[config.mk]
export PLATFORM = sky130hd
export DESIGN_NAME = hazard3_cdc_req_src
export DESIGN_NICKNAME = d
export VERILOG_FILES = /design/src/rtl/hazard3_cdc_req_src_pkg.sv /design/src/rtl/hazard3_sync_1bit.sv /design/src/rtl/hazard3_cdc_req_src.sv
export SDC_FILE = /design/constraint.sdc
export NUM_CORES = 1
export LEC_CHECK = 0
export CELL_PAD_IN_SITES_DETAIL_PLACEMENT = 1
export CELL_PAD_IN_SITES_GLOBAL_PLACEMENT = 1
export CORE_MARGIN = 2
export CORE_UTILIZATION = 35
export DETAILED_ROUTE_END_ITERATION = 7
export HOLD_SLACK_MARGIN = 0.15
export MAX_ROUTING_LAYER = met4
export PLACE_DENSITY = 0.95
export REMOVE_ABC_BUFFERS = 1
export SLEW_MARGIN = 0
export SYNTH_ARGS = -nofsm -noshare
export SYNTH_HDL_FRONTEND = slang
export SYNTH_HIERARCHICAL = 1
export SYNTH_SLANG_ARGS = --single-unit
[constraint.sdc]
create_clock -name clk -period 4.15 [get_ports clk]
set_clock_uncertainty 0.1 [all_clocks]
set_input_delay 0.83 -clock clk [delete_from_list [all_inputs] [get_ports clk]]
set_output_delay 0.83 -clock clk [all_outputs]
set_load 0.05 [all_outputs]
[src/rtl/hazard3_cdc_req_src_pkg.sv]
// ============================================================================
// hazard3_cdc_req_src_pkg
// State encodings shared by the four-phase CDC request source.
// Revision: 1.0
// ============================================================================
`default_nettype none

package hazard3_cdc_req_src_pkg;

  typedef enum logic [1:0] {
    ST_IDLE    = 2'd0,
    ST_REQ     = 2'd1,
    ST_RELEASE = 2'd2,
    ST_RSVD    = 2'd3
  } state_e;

  // The unused code behaves exactly like IDLE so a corrupted state self-recovers.
  function automatic logic st_is_idle(input state_e s);
    return (s == ST_IDLE) || (s == ST_RSVD);
  endfunction

endpackage

`default_nettype wire

[src/rtl/hazard3_sync_1bit.sv]
// ============================================================================
// hazard3_sync_1bit
// Multi-flop synchronizer for a single asynchronous level signal.
// Revision: 1.0
// ============================================================================
`default_nettype none

module hazard3_sync_1bit #(
  parameter int N_STAGES = 2
) (
  input  logic clk,
  input  logic rst_n,
  input  logic i_d,
  output logic o_q
);

  logic [N_STAGES-1:0] r_sync;

  always_ff @(posedge clk or negedge rst_n) begin
    if (!rst_n) begin
      r_sync <= '0;
    end else begin
      r_sync <= {r_sync[N_STAGES-2:0], i_d};
    end
  end

  assign o_q = r_sync[N_STAGES-1];

endmodule

`default_nettype wire

[src/rtl/hazard3_cdc_req_src.sv]
// ============================================================================
// hazard3_cdc_req_src
// Source endpoint of a four-phase req/ack crossing holding a quasi-static word.
// Revision: 1.0
// ============================================================================
`default_nettype none

module hazard3_cdc_req_src
  import hazard3_cdc_req_src_pkg::*;
#(
  parameter int W      = 32,
  parameter int N_SYNC = 2
) (
  input  logic         clk,
  input  logic         rst,
  input  logic         src_valid,
  output logic         src_ready,
  input  logic [W-1:0] src_data,
  output logic         req_o,
  output logic [W-1:0] data_o,
  input  logic         ack_i,
  output logic         busy
);

  state_e       r_state;
  logic         r_req;
  logic [W-1:0] r_data;
  logic         w_ack_s;
  logic         w_rst_n;
  logic         w_idle;

  assign w_rst_n = !rst;

  hazard3_sync_1bit #(
    .N_STAGES (N_SYNC)
  ) u_ack_sync (
    .clk   (clk),
    .rst_n (w_rst_n),
    .i_d   (ack_i),
    .o_q   (w_ack_s)
  );

  assign w_idle = st_is_idle(r_state);

  // A still-high ack in IDLE means the far side has not finished a previous
  // handshake; accepting now would pair our new req with its stale ack.
  assign src_ready = w_idle && !w_ack_s;
  assign busy      = !w_idle;
  assign req_o     = r_req;
  assign data_o    = r_data;

  always_ff @(posedge clk or posedge rst) begin
    if (rst) begin
      r_state <= ST_IDLE;
      r_req   <= 1'b0;
      r_data  <= '0;
    end else begin
      case (r_state)
        ST_REQ: begin
          if (w_ack_s) begin
            r_req   <= 1'b0;
            r_state <= ST_RELEASE;
          end
        end
        ST_RELEASE: begin
          if (!w_ack_s) begin
            r_state <= ST_IDLE;
          end
        end
        default: begin
          if (src_valid && !w_ack_s) begin
            r_data  <= src_data;
            r_req   <= 1'b1;
            r_state <= ST_REQ;
          end else begin
            r_state <= ST_IDLE;
          end
        end
      endcase
    end
  end

endmodule

`default_nettype wire

==> run_summary.xml <==
<?xml version="1.0" encoding="UTF-8"?>
<metrics>
  <group name="synthesis">
    <metric name="main_combinational_cell_family_by_area_after_synthesis" unit="">multiplexers</metric>
    <metric name="seq_area_frac_synth" unit="">0.596</metric>
    <metric name="synth_compound_gate_area_share" unit="">0.0169</metric>
    <metric name="synth_xor_area_frac" unit="">0</metric>
    <metric name="postSynthAreaPerCell" unit="um^2">17.3</metric>
    <metric name="number_of_storage_elements_in_the_synthesis_netlist" unit="">37</metric>
    <metric name="synth_area" unit="um^2">1550</metric>
    <metric name="synthesis.yosys.warnings" unit="">6</metric>
    <metric name="synthCells" unit="">90</metric>
    <metric name="post_synth_mux_area_share" unit="">0.308</metric>
    <metric name="synth.distinct_cells" unit="">14</metric>
    <metric name="post_synth_and_or_nand_nor_area_fraction" unit="">0.0209</metric>
    <metric name="synth_adder_area_share" unit="">0.0242</metric>
  </group>
  <group name="clocking">
    <metric name="post_cts.resized_instances" unit="">0</metric>
    <metric name="cts_max_level" unit="">2</metric>
    <metric name="cts_tree" unit="">done</metric>
    <metric name="ctsHoldBuffers" unit="">0</metric>
    <metric name="post_cts_setup_repair_bufs" unit="">0</metric>
    <metric name="clockRootBuffer" unit="">clkbuf_8</metric>
    <metric name="worstSkewPairLatency" unit="ps">280</metric>
    <metric name="worst_setup_hold_path_clk_slew" unit="ps">70</metric>
    <metric name="cts_made_buffers" unit="">5</metric>
    <metric name="cts_sinks" unit="">37</metric>
    <metric name="ctsLongestPathBuffers" unit="">2</metric>
  </group>
  <group name="floorplan">
    <metric name="die_y" unit="um">70.6</metric>
    <metric name="fp.dieArea" unit="um^2">4990</metric>
    <metric name="fp.dieW" unit="um">70.6</metric>
    <metric name="boundaryPins" unit="">71</metric>
    <metric name="row_count" unit="">24</metric>
    <metric name="initial_core_util" unit="">0.359</metric>
    <metric name="design.core.area" unit="um^2">4320</metric>
  </group>
  <group name="routing">
    <metric name="num_vias" unit="">1005</metric>
    <metric name="totalWireLength" unit="um">3730</metric>
    <metric name="wire_per_inst" unit="um">17.1</metric>
    <metric name="detail-route-antenna-nets" unit="">0</metric>
    <metric name="vias_per_cell" unit="">4.61</metric>
    <metric name="dr.first_iter.drc_count" unit="">44</metric>
    <metric name="number_of_drc_violations_after_detailed_routing" unit="">0</metric>
    <metric name="drtPass1Iterations" unit="">2</metric>
  </group>
  <group name="worst_hold_path">
    <metric name="worst_hold_path.num_cells" unit="">0</metric>
    <metric name="min_path_type" unit="">reg2reg</metric>
  </group>
  <group name="cells_and_area">
    <metric name="final_core_util" unit="">0.549</metric>
    <metric name="antenna_cells" unit="">0</metric>
    <metric name="layout.filler_cells" unit="">418</metric>
    <metric name="final_nets" unit="">204</metric>
    <metric name="regArea" unit="um^2">926</metric>
    <metric name="area_of_the_multi_input_gates" unit="um^2">576</metric>
    <metric name="drive_above_1_share" unit="">0.241</metric>
    <metric name="areaGrowthSynthToFinish" unit="%">52.7</metric>
    <metric name="final_common_cell" unit="">clkdlybuf4s50_1</metric>
    <metric name="layout.cells.most_common_list" unit="">clkdlybuf4s50_1 (70), dfrtp_1 (37), mux2_4 (29)</metric>
  </group>
  <group name="sta">
    <metric name="final.period_utilization" unit="">0.716</metric>
    <metric name="tightestPinTransition" unit="ps">602</metric>
    <metric name="max_freq" unit="MHz">336</metric>
    <metric name="grt_setup_unrepaired" unit="">false</metric>
    <metric name="maxSlewViolCount" unit="">0</metric>
    <metric name="endpoints_failing_hold" unit="">0</metric>
    <metric name="setup-violations-final" unit="">0</metric>
    <metric name="setup_tns" unit="ps">0</metric>
    <metric name="timing.max_slew.rel_slack" unit="">0.598</metric>
    <metric name="layout_min_cycle_time" unit="ps">2970</metric>
  </group>
  <group name="placement">
    <metric name="number_of_port_buffers" unit="">70</metric>
    <metric name="dp_hpwl" unit="um">2770</metric>
    <metric name="weighted_congestion_at_the_end_of_routability_driven_global_placement" unit="">0.713</metric>
  </group>
  <group name="power">
    <metric name="power.switching_fraction" unit="">0.465</metric>
    <metric name="power_switching" unit="mW">1.07</metric>
    <metric name="pwr-share-seq" unit="">0.279</metric>
    <metric name="max-vdd-ir-drop" unit="V">0.000433</metric>
    <metric name="power.clock.fraction" unit="">0.102</metric>
    <metric name="cellPowerDensity" unit="nW/um^2">971</metric>
    <metric name="combinationalPowerShare" unit="">0.619</metric>
    <metric name="leakage_component_of_the_power" unit="nW">1.11</metric>
    <metric name="p_int" unit="mW">1.23</metric>
  </group>
  <group name="global_routing">
    <metric name="grt_pass1_wl" unit="um">6260</metric>
    <metric name="grt_start_max_net_pins" unit="">38</metric>
    <metric name="antenna_found_initial" unit="">0</metric>
    <metric name="grt_util_all_layers" unit="">0.168</metric>
    <metric name="gr-total-overflow" unit="">0</metric>
    <metric name="first_global_vias" unit="">1229</metric>
  </group>
  <group name="setup_path">
    <metric name="worst_setup_path_start_kind" unit="">flip-flop</metric>
    <metric name="timing_worst_setup_path_type" unit="">reg2out</metric>
    <metric name="critPathCaptureType" unit="">primary output</metric>
    <metric name="path_max_fanout" unit="">3</metric>
    <metric name="worst-endpoint-arrival" unit="ps">2040</metric>
    <metric name="ff2ff_path_depth" unit="">5</metric>
    <metric name="worst-endpoint-required" unit="ps">3220</metric>
  </group>
  <group name="job">
    <metric name="drv.max_cap_violation_count" unit="">0</metric>
  </group>
  <group name="outcome">
    <metric name="outcome" unit="">complete, no violations</metric>
  </group>
</metrics>
## per-stage QoR
step	area (um^2)	instances	power [mW]	setup WS, ps	hold WS [ps]
after floorplan	1520	87	1.60	2140	231
after global placement	2290	210	2.02	1560	233
after detailed placement	2290	210	2.08	1480	239
after CTS	2370	218	2.34	1170	256
after global routing	2370	218	2.40	1100	267
final	2370	218	2.30	1180	249
## flip-flops by register name, indices dropped and copies added (netlist names)
register	count
u_ack_sync/r_sync	2
r_state	2
data_o	32
req_o	1
## cells in the mapped netlist
| cell | number | area share |
|---|---|---|
| dfrtp_1 | 37 | 0.60 |
| a21oi_1 | 1 | 0.0032 |
| inv_1 | 5 | 0.012 |
| o21ai_0 | 3 | 0.0097 |
| mux2_4 | 29 | 0.28 |
| mux2_2 | 3 | 0.022 |
| mux2i_1 | 1 | 0.0064 |
| nor2_1 | 1 | 0.0024 |
| o22ai_1 | 1 | 0.0040 |
| nand2_1 | 1 | 0.0024 |
| nor2b_4 | 1 | 0.0089 |
| ha_1 | 3 | 0.024 |
| nand2_4 | 1 | 0.0072 |
| buf_6 | 3 | 0.022 |
## routing by layer
layer / vias up / track usage / routed length (um)
met5: - / - / 0
met4: 0 / 0.0314 / 24
met3: 3 / 0.0513 / 192
met2: 38 / 0.316 / 2140
met1: 512 / 0.174 / 1370
li1: 452 / - / -
## cells by family (layout without fill, tap and decap cells)
group,after synthesis,in the layout
compound gates,5,5
flops,37,37
simple gates,4,4
mux,33,33
buf+inv,8,84
fa+ha+maj,3,3
## final timing paths
kind	start	endpoint	slack, ps
min reg2reg	u_ack_sync/r_sync[0]$_DFF_PN0_	u_ack_sync/r_sync[1]$_DFF_PN0_	250
max in group asynchronous	rst	data_o[18]$_DFFE_PP0P_	2750
min	u_ack_sync/r_sync[0]$_DFF_PN0_	u_ack_sync/r_sync[1]$_DFF_PN0_	250
max reg2reg	r_state[0]$_DFFE_PP0P_	data_o[27]$_DFFE_PP0P_	2120
max	r_state[0]$_DFFE_PP0P_	src_ready	1180
min in group asynchronous	rst	u_ack_sync/r_sync[1]$_DFF_PN0_	870
## critical path: stages (launching register included)
cell,delay (ps)
dfrtp_1,390
inv_1,80
ha_1,310
nor2b_4,180
clkdlybuf4s50_1,810
## power groups by stage
stage | logic [mW] | registers [mW] | clock network, mW
after floorplan | 0.393 | 1.21 | 0
after global placement | 1.40 | 0.629 | 0
after detailed placement | 1.44 | 0.647 | 0
after CTS | 1.44 | 0.646 | 0.248
after global routing | 1.48 | 0.663 | 0.260
final | 1.43 | 0.643 | 0.234
## layout make-up
cell class	count	share of cell area
well taps	52	0.0274
flip-flops and latches	37	0.390
repair buffers	71	0.298
clock buffers	8	0.0337
multi-input cells	45	0.242
inverters	5	0.00791
No activity file was read; power rests on OpenSTA's default activity.
